--- src/rtl/multichannel_capture_handler_if.sv ---
// multichannel_capture_handler_if
// Bundles the command bus, the upload-arbiter handshake, the raw channel
// inputs and the overflow flag of the capture handler.
//   master : command source / upload arbiter side (drives cmd_*, channel
//            inputs and upload_ready)
//   slave  : the capture handler itself
interface multichannel_capture_handler_if #(
    parameter int NUM_CH = 16
);
    logic [7:0]        cmd_type;
    logic [15:0]       cmd_length;
    logic [7:0]        cmd_data;
    logic [15:0]       cmd_data_index;
    logic              cmd_start;
    logic              cmd_data_valid;
    logic              cmd_done;
    logic              cmd_ready;
    logic [NUM_CH-1:0] dc_signal_in;
    logic              upload_active;
    logic              upload_req;
    logic [7:0]        upload_data;
    logic [7:0]        upload_source;
    logic              upload_valid;
    logic              upload_ready;
    logic              overflow;

    modport master (
        output cmd_type, cmd_length, cmd_data, cmd_data_index,
               cmd_start, cmd_data_valid, cmd_done, dc_signal_in, upload_ready,
        input  cmd_ready, upload_active, upload_req, upload_data,
               upload_source, upload_valid, overflow
    );

    modport slave (
        input  cmd_type, cmd_length, cmd_data, cmd_data_index,
               cmd_start, cmd_data_valid, cmd_done, dc_signal_in, upload_ready,
        output cmd_ready, upload_active, upload_req, upload_data,
               upload_source, upload_valid, overflow
    );
endinterface

--- src/rtl/multichannel_capture_handler.sv ---
// multichannel_capture_handler
// Samples NUM_CH synchronised channel inputs every max(divider,1) cycles,
// optionally only on change, buffers samples in a FIFO and uploads each one
// as NUM_CH/8 bytes (byte k = channels 8k+7..8k) over a valid/ready handshake.
// Ports:
//   clk  system clock
//   rst  asynchronous active-high reset
//   bus  slave side of multichannel_capture_handler_if (command bus,
//        channel inputs, upload handshake, sticky overflow flag)
//
// state   | meaning
// IDLE    | waiting for a START command
// RX_CMD  | collecting START payload (divider hi, divider lo, mode)
// CAPTURE | sampling at the divider rate and uploading FIFO contents
// FLUSH   | finishing the in-flight sample after STOP; FIFO discarded
module multichannel_capture_handler #(
    parameter int          NUM_CH      = 16,
    parameter int          FIFO_DEPTH  = 16,
    parameter logic [15:0] DEFAULT_DIV = 16'd60,
    parameter logic [7:0]  SOURCE_ID   = 8'h0B
) (
    input logic clk,
    input logic rst,
    multichannel_capture_handler_if.slave bus
);
    localparam int          NUM_BYTES = NUM_CH / 8;
    localparam int          AW        = $clog2(FIFO_DEPTH);
    localparam logic [7:0]  CMD_START = 8'h0B;
    localparam logic [7:0]  CMD_STOP  = 8'h0C;
    localparam logic [3:0]  LAST_BYTE = 4'(NUM_BYTES - 1);
    localparam logic [AW:0] DEPTH_V   = (AW + 1)'(FIFO_DEPTH);
    localparam logic [AW:0] PTR_ONE   = (AW + 1)'(1);

    typedef enum logic [1:0] {IDLE, RX_CMD, CAPTURE, FLUSH} state_t;

    state_t            state;
    logic [NUM_CH-1:0] sync1, sync2, prev_sample, shreg, fifo_rdata;
    logic [NUM_CH-1:0] mem [FIFO_DEPTH];
    logic [AW:0]       wr_ptr, rd_ptr, fifo_cnt;
    logic [15:0]       div, cnt;
    logic              mode, first, busy, ovf;
    logic [3:0]        byte_cnt;
    logic [7:0]        pay_hi, pay_lo, nxt_hi, nxt_lo;
    logic              pay_mode, nxt_mode;
    logic              start_cmd, stop_cmd, tick, want_wr, xfer, last_xfer;
    logic              empty, full, pop, fifo_wr, drop;
    logic              unused_cmd;

    function automatic logic [15:0] period_m1(input logic [15:0] d);
        return (d <= 16'd1) ? 16'd0 : d - 16'd1;
    endfunction

    assign unused_cmd = ^bus.cmd_length;

    assign start_cmd = bus.cmd_start && (bus.cmd_type == CMD_START);
    assign stop_cmd  = bus.cmd_start && (bus.cmd_type == CMD_STOP);

    assign fifo_cnt   = wr_ptr - rd_ptr;
    assign empty      = (wr_ptr == rd_ptr);
    assign full       = (fifo_cnt == DEPTH_V);
    assign fifo_rdata = mem[rd_ptr[AW-1:0]];

    // Change-only mode compares against the previous tick's sample even if
    // that sample was not written; the first tick after START always writes.
    assign tick    = (state == CAPTURE) && (cnt == 16'd0);
    assign want_wr = tick && (!mode || first || (sync2 != prev_sample));

    assign xfer      = busy && bus.upload_ready;
    assign last_xfer = xfer && (byte_cnt == 4'd0);
    // Reload while the last byte leaves so samples can go back-to-back.
    assign pop     = (state == CAPTURE) && !stop_cmd && !empty && (!busy || last_xfer);
    // A full FIFO still accepts the write when a pop frees a slot that cycle.
    assign fifo_wr = want_wr && (!full || pop);
    assign drop    = want_wr && full && !pop;

    always_comb begin
        nxt_hi   = pay_hi;
        nxt_lo   = pay_lo;
        nxt_mode = pay_mode;
        if (bus.cmd_data_valid) begin
            case (bus.cmd_data_index)
                16'd0:   nxt_hi   = bus.cmd_data;
                16'd1:   nxt_lo   = bus.cmd_data;
                16'd2:   nxt_mode = bus.cmd_data[0];
                default: ;
            endcase
        end
    end

    always_ff @(posedge clk) begin
        if (fifo_wr) mem[wr_ptr[AW-1:0]] <= sync2;
    end

    always_ff @(posedge clk or posedge rst) begin
        if (rst) begin
            state       <= IDLE;
            sync1       <= '0;
            sync2       <= '0;
            prev_sample <= '0;
            shreg       <= '0;
            wr_ptr      <= '0;
            rd_ptr      <= '0;
            div         <= DEFAULT_DIV;
            cnt         <= '0;
            mode        <= 1'b0;
            first       <= 1'b1;
            busy        <= 1'b0;
            ovf         <= 1'b0;
            byte_cnt    <= '0;
            pay_hi      <= DEFAULT_DIV[15:8];
            pay_lo      <= DEFAULT_DIV[7:0];
            pay_mode    <= 1'b0;
        end else begin
            sync1 <= bus.dc_signal_in;
            sync2 <= sync1;

            if (pop) begin
                shreg    <= fifo_rdata;
                byte_cnt <= LAST_BYTE;
                busy     <= 1'b1;
            end else if (xfer) begin
                shreg <= shreg >> 8;
                if (byte_cnt == 4'd0) busy <= 1'b0;
                else                  byte_cnt <= byte_cnt - 4'd1;
            end

            if (state == CAPTURE) begin
                if (tick) begin
                    cnt         <= period_m1(div);
                    prev_sample <= sync2;
                    first       <= 1'b0;
                end else begin
                    cnt <= cnt - 16'd1;
                end
            end

            if (fifo_wr) wr_ptr <= wr_ptr + PTR_ONE;
            if (pop)     rd_ptr <= rd_ptr + PTR_ONE;
            if (drop)    ovf    <= 1'b1;

            // Pointer clears below override the increments above.
            case (state)
                IDLE: begin
                    if (start_cmd) begin
                        pay_hi   <= DEFAULT_DIV[15:8];
                        pay_lo   <= DEFAULT_DIV[7:0];
                        pay_mode <= 1'b0;
                        state    <= RX_CMD;
                    end
                end
                RX_CMD: begin
                    if (stop_cmd) begin
                        state <= IDLE;
                    end else begin
                        pay_hi   <= nxt_hi;
                        pay_lo   <= nxt_lo;
                        pay_mode <= nxt_mode;
                        if (bus.cmd_done) begin
                            div    <= {nxt_hi, nxt_lo};
                            mode   <= nxt_mode;
                            cnt    <= period_m1({nxt_hi, nxt_lo});
                            first  <= 1'b1;
                            wr_ptr <= '0;
                            rd_ptr <= '0;
                            ovf    <= 1'b0;
                            state  <= CAPTURE;
                        end
                    end
                end
                CAPTURE: begin
                    if (stop_cmd) begin
                        wr_ptr <= '0;
                        rd_ptr <= '0;
                        state  <= (busy && !last_xfer) ? FLUSH : IDLE;
                    end
                end
                FLUSH: begin
                    if (last_xfer) state <= IDLE;
                end
                default: state <= IDLE;
            endcase
        end
    end

    assign bus.cmd_ready     = (state != FLUSH);
    assign bus.upload_active = (state == CAPTURE) || (state == FLUSH);
    assign bus.upload_req    = busy;
    assign bus.upload_valid  = busy;
    assign bus.upload_data   = shreg[7:0];
    assign bus.upload_source = SOURCE_ID;
    assign bus.overflow      = ovf;
endmodule
--- src/flat_wrapper.sv ---
// flat-port wrapper written by rule: the top's interface ports become plain ports
module multichannel_capture_handler_flat 
#(
    parameter int          NUM_CH      = 16,
    parameter int          FIFO_DEPTH  = 16,
    parameter logic [15:0] DEFAULT_DIV = 16'd60,
    parameter logic [7:0]  SOURCE_ID   = 8'h0B
)
  (clk, rst, bus_cmd_type, bus_cmd_length, bus_cmd_data, bus_cmd_data_index, bus_cmd_start, bus_cmd_data_valid, bus_cmd_done, bus_dc_signal_in, bus_upload_ready, bus_cmd_ready, bus_upload_active, bus_upload_req, bus_upload_data, bus_upload_source, bus_upload_valid, bus_overflow);
  multichannel_capture_handler_if #(.NUM_CH(NUM_CH)) bus_i ();
  input logic clk;
  input logic rst;
  input wire logic [$bits(bus_i.cmd_type)-1:0] bus_cmd_type;
  input wire logic [$bits(bus_i.cmd_length)-1:0] bus_cmd_length;
  input wire logic [$bits(bus_i.cmd_data)-1:0] bus_cmd_data;
  input wire logic [$bits(bus_i.cmd_data_index)-1:0] bus_cmd_data_index;
  input wire logic [$bits(bus_i.cmd_start)-1:0] bus_cmd_start;
  input wire logic [$bits(bus_i.cmd_data_valid)-1:0] bus_cmd_data_valid;
  input wire logic [$bits(bus_i.cmd_done)-1:0] bus_cmd_done;
  input wire logic [$bits(bus_i.dc_signal_in)-1:0] bus_dc_signal_in;
  input wire logic [$bits(bus_i.upload_ready)-1:0] bus_upload_ready;
  output wire logic [$bits(bus_i.cmd_ready)-1:0] bus_cmd_ready;
  output wire logic [$bits(bus_i.upload_active)-1:0] bus_upload_active;
  output wire logic [$bits(bus_i.upload_req)-1:0] bus_upload_req;
  output wire logic [$bits(bus_i.upload_data)-1:0] bus_upload_data;
  output wire logic [$bits(bus_i.upload_source)-1:0] bus_upload_source;
  output wire logic [$bits(bus_i.upload_valid)-1:0] bus_upload_valid;
  output wire logic [$bits(bus_i.overflow)-1:0] bus_overflow;
  assign bus_i.cmd_type = bus_cmd_type;
  assign bus_i.cmd_length = bus_cmd_length;
  assign bus_i.cmd_data = bus_cmd_data;
  assign bus_i.cmd_data_index = bus_cmd_data_index;
  assign bus_i.cmd_start = bus_cmd_start;
  assign bus_i.cmd_data_valid = bus_cmd_data_valid;
  assign bus_i.cmd_done = bus_cmd_done;
  assign bus_i.dc_signal_in = bus_dc_signal_in;
  assign bus_i.upload_ready = bus_upload_ready;
  assign bus_cmd_ready = bus_i.cmd_ready;
  assign bus_upload_active = bus_i.upload_active;
  assign bus_upload_req = bus_i.upload_req;
  assign bus_upload_data = bus_i.upload_data;
  assign bus_upload_source = bus_i.upload_source;
  assign bus_upload_valid = bus_i.upload_valid;
  assign bus_overflow = bus_i.overflow;
  multichannel_capture_handler #(.NUM_CH(NUM_CH), .FIFO_DEPTH(FIFO_DEPTH), .DEFAULT_DIV(DEFAULT_DIV), .SOURCE_ID(SOURCE_ID)) u_core (.clk(clk), .rst(rst), .bus(bus_i));
endmodule
--- config.mk ---
export PLATFORM = sky130hd
export DESIGN_NAME = multichannel_capture_handler_flat
export DESIGN_NICKNAME = d
export VERILOG_FILES = /design/src/rtl/multichannel_capture_handler_if.sv /design/src/rtl/multichannel_capture_handler.sv /design/src/flat_wrapper.sv
export SDC_FILE = /design/constraint.sdc
export NUM_CORES = 1
export LEC_CHECK = 0
export ABC_CLOCK_PERIOD_IN_PS = 8600
export BUFFER_PORTS_ARGS = -buffer_cell sky130_fd_sc_hd__buf_2
export CORE_MARGIN = 2
export CORE_UTILIZATION = 35
export CTS_CLUSTER_DIAMETER = 30
export CTS_CLUSTER_SIZE = 28
export DETAILED_ROUTE_END_ITERATION = 6
export GPL_TIMING_DRIVEN = 0
export PLACE_DENSITY_LB_ADDON = 0.25
export SLEW_MARGIN = 10
export SYNTH_ARGS = -nofsm -noshare
export SYNTH_HDL_FRONTEND = slang
export SYNTH_SLANG_ARGS = --single-unit
--- constraint.sdc ---
create_clock -name clk -period 8.6 [get_ports clk]
set_input_delay 1.29 -clock clk [delete_from_list [all_inputs] [get_ports clk]]
set_output_delay 1.29 -clock clk [all_outputs]
set_load 0.1 [all_outputs]
==> results of run 1 <==
[logic make-up (layout without fill, tap and decap cells)]
kind of cell,Yosys count,after routing,share of synthesized area [%]
AO/OA/AOI/OAI,147,147,5.43
XOR/XNOR,56,56,2.93
adder cells (fa/ha/maj),20,20,1.50
buffers and inverters,86,326,2.33
flip-flops,389,389,66.0
multiplexers,114,114,12.8
other,2,8,0.0449
AND/OR/NAND/NOR,312,312,8.95
[layout make-up]
class                      count  share of cell area [%]
buffer                        60                    1.39
clock buffer                 108                    11.3
clock inverter                63                    3.34
inverter                      26                   0.501
tap                          615                    3.67
sequential                   389                    52.5
multi-input combinational    657                    25.4
timing repair buffer          69                    1.85
[synthesized netlist by cell type (all sizes together), types with 3 or more instances]
cell,count
edfxtp,256
nand2,139
dfrtp,124
mux4,80
o21ai,72
nor2,53
xnor2,40
mux2i,32
buf,30
clkbuf,30
inv,26
nor3,25
ha,20
a21oi,17
and3,17
nor4,16
xor2,16
o22ai,13
nand4,11
nand2b,10
dfstp,9
nand3,8
nand3b,6
nor2b,6
or4,5
a21o,4
a22o,4
a31oi,4
nor4b,4
o22a,4
or3,4
a22oi,3
o2bb2ai,3
o31a,3
or2,3
[critical path, delay by kind of cell]
family | cells | cell delay [ns]
multiplexers | 2 | 0.65
AND/OR/NAND/NOR | 4 | 1.65
AO/OA/AOI/OAI | 3 | 0.87
XOR/XNOR | 1 | 0.13
adder cells (fa/ha/maj) | 1 | 0.33
buffers and inverters | 3 | 0.78
[state kept, by name (all words and copies together) (netlist names), 8 cells and up]
signal	count
u_core.mem	256
u_core.cnt	16
u_core.div	16
u_core.prev_sample	16
u_core.shreg	16
u_core.sync1	16
u_core.sync2	16
u_core.pay_hi	8
u_core.pay_lo	8
[stage by stage]
step           setup slack (ns)  util, %  hold WS, ns  std cells
6_report                   3.33     44.2        0.342       1987
3_3_place_gp               1.71     37.6        0.337       1811
2_1_floorplan              3.77        -        0.331       1132
4_1_cts                    3.43     44.2        0.345       1987
3_5_place_dp               2.82     37.8        0.335       1816
5_1_grt                    3.06     44.2        0.345       1987
[final timing paths]
| kind | startpoint | endpoint | slack (ns) |
|---|---|---|---|
| min reg2reg | u_core.sync1[13]$_DFF_PP0_ | u_core.sync2[13]$_DFF_PP0_ | 0.34 |
| max reg2reg | u_core.rd_ptr[3]$_DFF_PP0_ | u_core.mem[5][4]$_DFFE_PP_ | 3.47 |
| min in group asynchronous | rst | u_core.sync1[15]$_DFF_PP0_ | 0.71 |
| min | u_core.sync1[13]$_DFF_PP0_ | u_core.sync2[13]$_DFF_PP0_ | 0.34 |
| max | bus_cmd_data_index[3] | u_core.cnt[14]$_DFF_PP0_ | 3.33 |
| max in group asynchronous | rst | u_core.shreg[10]$_DFFE_PP0P_ | 7.11 |
[layout by cell type (no fill, tap or decap), types with 20 or more instances in the layout]
| master | instances |
|---|---|
| clkbuf_16 | 91 |
| dfrtp_1 | 124 |
| nor3_1 | 23 |
| xnor2_1 | 40 |
| o21ai_0 | 71 |
| ha_1 | 20 |
| mux4_2 | 80 |
| buf_2 | 66 |
| inv_1 | 24 |
| mux2i_1 | 32 |
| nand2_1 | 138 |
| nor2_1 | 53 |
| clkbuf_1 | 44 |
| edfxtp_1 | 256 |
[power by group]
group,total [mW],internal [mW],switching [mW]
Combinational,0.740,0.226,0.514
Clock,3.38,2.30,1.09
Sequential,2.24,2.12,0.115
[routing by layer]
metal / up-vias / GRT usage, % / part of all wire (%)
met5: - / 0 / 0
met4: 0 / 6.49 / 2.4
met3: 79 / 3.58 / 5.6
met2: 278 / 26.9 / 48
met1: 5214 / 23.1 / 44
li1: 4633 / - / -
==> metrics.md, run 1 <==
| Metric | Value |
|---|---|
| Area of the multi-input gates | `around 5300 sq um` |
| Reg clk slew, reported paths | `0.04 ns` |
| CTS Buffer Depth | `3` |
| Num CTS Buffers | `91` |
| 1st-pass router iterations | `5` |
| Initial antenna violation count | `2` |
| Core area | `47,400 sq um` |
| Ys async rst share | `34.2%` |
| Vias in the first global route | `10,600` |
| CP max FO | `10` |
| Setup_tns | `0 ns` |
| Relative slew slack | `17.7%` |
| CP required | `9.04 ns` |
| Yosys top cell area share | `46.0%` |
| Placed inst area | `17,900 sq um` |
| Via/cell ratio | `about 5` |
| Worst slew pin tran | `1.23 ns` |
| Seq cells post-synth | `389` |
| HP Class | `flop to flop` |
| Ys flop type | `edfxtp_1` |
| Crit-path cells | `buf_2, nor4b_1, nand4_1, nor2_1, clkbuf_1, mux2i_1, ha_1, inv_1, nor4_1, o21ai_0, a2111oi_0, xor2_1, mux2i_1, o21ai_0` |
| Final-report max-slew violation count | `0` |
| Yosys warning count | `0` |
| CP max stage delay | `0.65 ns` |
| Slowest CP cell | `nor2_1` |
| Crit path kind | `input port to flop` |
| Hold path cells | `0` |
| Diodes inserted | `0` |
| Register area | `11,000 sq um` |
| Post-DRT Antenna Nets | `0` |
| FF-to-FF path depth | `11` |
| Final Hold Viols | `0` |
| Ranking of synthesized cells by area | `edfxtp_1 (46%), dfrtp_1 (19%), mux4_2 (11%)` |
| Starting DRT DRC Count | `819` |
| RSZ-0062 raised after global routing | `false` |
| Global-route wire length before repair | `63,500 um` |
| Post-CTS Setup Bufs | `0` |
| Die X | `about 220 um` |
| Critical Path AT | `about 5.7 ns` |
| Root Driver | `clkbuf_16` |
| Sequential-to-total area share from yosys stat | `66.0%` |
| RePlAce Congestion | `0.843` |
| Post-DP HPWL | `26,900 um` |
| Post-CTS resize count | `0` |
| Layout Area Growth over Synthesis | `25.6%` |
| Die footprint | `49,500 sq um` |
| Crit end category | `flop` |
| Status | `complete, no violations` |
| CTS tree | `done` |
| Routed WL | `41,400 um` |
| Hold-fix buffer count after cts | `0` |
| Startpoint types | `input port` |
| Min Tclk post-route | `about 5.3 ns` |
| Starting Density | `35.2%` |
| VDD IR max | `0.176 mV` |
| Share of post-route cells with drive strength above 1 | `24.6%` |
| Post-synth top area cell | `edfxtp_1` |
| Final Instance Area | `21,000 sq um` |
| Wire per inst | `20.9 um` |
| Total GRT Usage | `between 10% and 20%` |
| Fin nets | `1,384` |
| Leakage power | `7.75 nW` |
| CTS Sinks | `389` |
| Clk_skew | `0.0366 ns` |
| CTS H-tree lvls | `3` |
| Maximum clock frequency | `between 0.15 and 0.2 GHz` |
| Vias | `between 10,000 and 15,000` |
| GRT overflow | `0` |
| Fin crit share | `61.3%` |
| P per Cell Area | `303 nW/um^2` |
| Die Y | `~220 um` |
| Post-Syn Area | `16,700 sq um` |
| Post-synth EDFFs | `256` |
| Post-Syn Instances | `1,126` |
| Syn Area/Cell | `14.8 sq um` |
| Largest net degree at the start of global routing | `71` |
| Final Power | `6.36 mW` |
| Port-buffer cells | `64` |
| Clock latency on the worst-skew pair | `slightly above 0.6 ns` |
| IO Count | `just over 90` |
| Setup violations, final | `0` |
| Drt drc | `0` |
| # rows | `80` |
| Netlist cell types | `63` |
| Fill count | `4,300` |
| MaxCap Viol Count | `0` |
(Power assumes the default switching activity.)
==> run 2: changes to the inputs <==
- ABC_AREA: not set -> 1
- ABC_CLOCK_PERIOD_IN_PS: 8600 -> 5060
- clock period: 8.6 -> 5.06 ns (I/O delays scaled with it)
==> run 2 against run 1 <==
  * The run now ends with design-rule violations left
  * Final cell count rose by 34%
  * Design area rose by 8.8%
  * Worst setup slack got worse by 2.8 ns
  * Hold slack got worse by 0.089 ns
  * Combinational power rose to 2.8 times the previous value
  * Critical path depth rose by 1
  * Largest power group unchanged
  * Sequential share of layout area fell by 4.2 points
==> metrics.md, run 2 <==
| Metric | Value |
|---|---|
| Synth Area in XOR/XNOR | `1.62% (-1.3 points)` |
| Post-DRT Antenna Nets | `0 (unchanged)` |
| Register area | `11,000 sq um (unchanged)` |
| Via/cell ratio | `5.15 (+0.21%)` |
| Fin nets | `2,003 (+45%)` |
| Synth cell count leaders | `nand2_1 (361), edfxtp_1 (256), nor2_1 (183)` |
| Wire per inst | `19.8 um (-5.2%)` |
| Final Hold Viols | `0 (unchanged)` |
| Starting DRT DRC Count | `1,212 (+48%)` |
| Total GRT Usage | `20.0% (+3.0 points)` |
| Fill count | `4,700 (+9.3%)` |
| Diodes inserted | `0 (unchanged)` |
| Starting Density | `35.6% (+0.35 points)` |
| Seq cells post-synth | `389 (unchanged)` |
| Netlist cell types | `54 (-14%)` |
| DP Worst Slack | `0.588 ns (-2.23 ns)` |
| Die X | `230 um (+3.4%)` |
| Min Tclk post-route | `4.54 ns` |
| Clock latency on the worst-skew pair | `0.63 ns (about the same)` |
| Largest family of logic cells by synthesized area | `simple AND/OR/NAND/NOR gates` |
| Area of the multi-input gates | `6000 sq um (+12%)` |
| Post-CTS Setup Bufs | `0 (unchanged)` |
| Final Power | `12.5 mW (+97%)` |
| Crit end category | `flop` |
| Share of post-route cells with drive strength above 1 | `18.0% (-6.6 points)` |
| Routed WL | `52,600 um (+27%)` |
| Fin crit share | `89.6%` |
| # rows | `82 (+2.5%)` |
| Mux contribution to synthesized area | `0% (-13 points)` |
| Simple-gate share of the synthesized area | `18.5% (+9.5 points)` |
| Num CTS Buffers | `91 (unchanged)` |
| CP startpoint | `u_core.rd_ptr[1]$_DFF_PP0_` |
| Yosys top cell area share | `43.0% (-3.0 points)` |
| IO Count | `91 (unchanged)` |
| P per Cell Area | `547 nW/um^2 (+81%)` |
| Final non-filler cell total | `2,662 (+34%)` |
| RePlAce Congestion | `0.871 (+3.4%)` |
| Final setup margin | `0.524 ns (-2.80 ns)` |
| Die footprint | `52,900 sq um (+6.9%)` |
| Ys async rst share | `34.2% (unchanged)` |
| MaxCap Viol Count | `0 (unchanged)` |
| Synth Area in Compound Gates | `11.6% (+6.2 points)` |
| Yosys warning count | `0 (unchanged)` |
| CTS Buffer Depth | `3 (unchanged)` |
| Root Driver | `clkbuf_16` |
| Layout Area Growth over Synthesis | `27.6%` |
| Ranking of synthesized cells by area | `edfxtp_1 (43%), dfrtp_1 (17%), nand2_1 (7.6%)` |
| Initial antenna violation count | `1 (-1)` |
| Clk_skew | `0.0335 ns (-0.00313 ns)` |
| Most common cell after layout, fill and taps aside | `nand2_1` |
| Post-CTS resize count | `0 (unchanged)` |
| Max reg flops | `256 (unchanged)` |
| DP Cell Count | `2,492 (+37%)` |
| RSZ-0062 raised after global routing | `false` |
| Die Y | `230 um (+3.4%)` |
| Port-buffer cells | `66 (+3.1%)` |
| Post-Syn Area | `17,900 sq um (+7.0%)` |
| Sequential-to-total area share from yosys stat | `61.7% (-4.3 points)` |
| Ys flop type | `edfxtp_1` |
| Final-report max-slew violation count | `0 (unchanged)` |
| FF-to-FF path depth | `15 (+4)` |
| CTS H-tree lvls | `3 (unchanged)` |
| CP required | `5.38 ns (-3.66 ns)` |
| Adder-cell area share of the yosys netlist | `1.40% (-0.098 points)` |
| Drt drc | `4 (+4)` |
| Hold path cells | `1 (+1)` |
| Global-route wire length before repair | `80,800 um (+27%)` |
| Startpoint types | `flop` |
| Hold wc startpoint | `bus_dc_signal_in[15]` |
| Relative slew slack | `38.2% (+20 points)` |
| HP Class | `input port to flop` |
| Core area | `50,300 sq um (+6.0%)` |
| Critical Path AT | `4.86 ns (-0.85 ns)` |
| Post-DP HPWL | `35,800 um (+33%)` |
| Failing checks | `design-rule violations` |
| Leakage power | `9.27 nW (+20%)` |
| CP max FO | `10 (unchanged)` |
| Vias in the first global route | `13,700 (+29%)` |
| GRT overflow | `0 (unchanged)` |
| Hold-fix buffer count after cts | `0 (unchanged)` |
| Post-synth top area cell | `edfxtp_1` |
| Reg clk slew, reported paths | `0.04 ns (about the same)` |
| CTS Sinks | `389 (unchanged)` |
| Setup violations, final | `0 (unchanged)` |
| Worst slew pin tran | `0.915 ns (-0.319 ns)` |
| Syn Area/Cell | `10.3 sq um (-30%)` |
| VDD IR max | `0.382 mV (+120%)` |
| Maximum clock frequency | `0.220 GHz` |
| Most frequent cells in the layout | `nand2_1 (361), edfxtp_1 (256), nor2_1 (167), dfrtp_1 (124), o21ai_0 (122)` |
| Status | `finished with violations` |
| Post-synth EDFFs | `256 (unchanged)` |
| Vias | `13,700 (+34%)` |
| Crit path kind | `flop to flop` |
| Most common cell in the netlist | `nand2_1` |
| CTS tree | `done` |
| R2r startpoint | `u_core.rd_ptr[1]$_DFF_PP0_` |
| 1st-pass router iterations | `7 (+2)` |
| Largest net degree at the start of global routing | `68 (-4.2%)` |
| Post-Syn Instances | `1,731 (+54%)` |
-- run 2: cell types whose count changed in the layout (fill, tap and decap cells not counted), moves of 32 or more --
cell,before,now
mux4_2,80,0
nand3_1,8,62
o21ai_0,71,122
a21oi_1,16,89
nand2_1,138,361
inv_1,24,121
mux2i_1,32,0
nor2_1,53,167
-- run 2: cell type report --
class,count,share of cell area (%)
inverter,129,2.14
sequential,389,48.3
tap,672,3.68
clock inverter,58,4.29
buffer,87,1.93
timing repair buffer,83,2.66
clock buffer,112,10.7
multi-input combinational,1132,26.3
-- run 2: layer usage --
layer | track usage, % | up-vias | part of all wire [%]
li1 | - | 6415 | -
met1 | 26.1 | 6725 | 42
met2 | 33.2 | 473 | 48
met3 | 4.22 | 86 | 6.3
met4 | 7.00 | 0 | 2.9
met5 | 0 | - | 0
-- run 2: kinds of logic after synthesis --
family          Yosys count
compound gates          346
xor+xnor                 33
fa+ha+maj                20
buf+inv                 216
flops                   389
other cells               2
simple gates            725
-- run 2: path summary, 6_finish.rpt --
kind                                                   to  slack [ns]
max                            u_core.mem[9][1]$_DFFE_PP_        0.52
min                            u_core.sync1[15]$_DFF_PP0_        0.25
max reg2reg                    u_core.mem[9][1]$_DFFE_PP_        0.52
min reg2reg                     u_core.sync2[8]$_DFF_PP0_        0.34
max in group asynchronous          u_core.first$_DFF_PP1_        4.00
min in group asynchronous  u_core.byte_cnt[2]$_DFFE_PP0P_        0.26
-- run 2: stage by stage --
stage / hold WS (ns) / util, % / instance area [sq um] / setup TNS [ns]
3_3_place_gp: 0.336 / 38.0 / 19100 / -144.03
4_1_cts: 0.225 / 45.4 / 22800 / 0
6_report: 0.253 / 45.4 / 22800 / 0
5_1_grt: 0.228 / 45.4 / 22800 / 0
2_1_floorplan: 0.331 / - / 17900 / 0
3_5_place_dp: 0.335 / 38.6 / 19400 / 0
-- run 2: power breakdown --
| group | switching (mW) | total, mW | internal [mW] |
|---|---|---|---|
| combinational | 1.40 | 2.06 | 0.663 |
| sequential | 0.270 | 3.93 | 3.66 |
| clock | 1.90 | 6.51 | 4.61 |
| total | 3.56 | 12.5 | 8.94 |
-- run 2: critical path, cell delays in order, from the launching register on --
cell and delay [ns]:
dfrtp_1 0.37, buf_2 0.24, clkinv_1 0.16, buf_2 0.32, buf_1 0.60, ha_1 0.36, nand2_1 0.06, inv_1 0.05
nand4_1 0.10, nand3_2 0.32, nand3_1 0.29, inv_1 0.13, nor2_4 0.18, nand2_1 0.20, nor2_2 0.60, buf_8 0.24
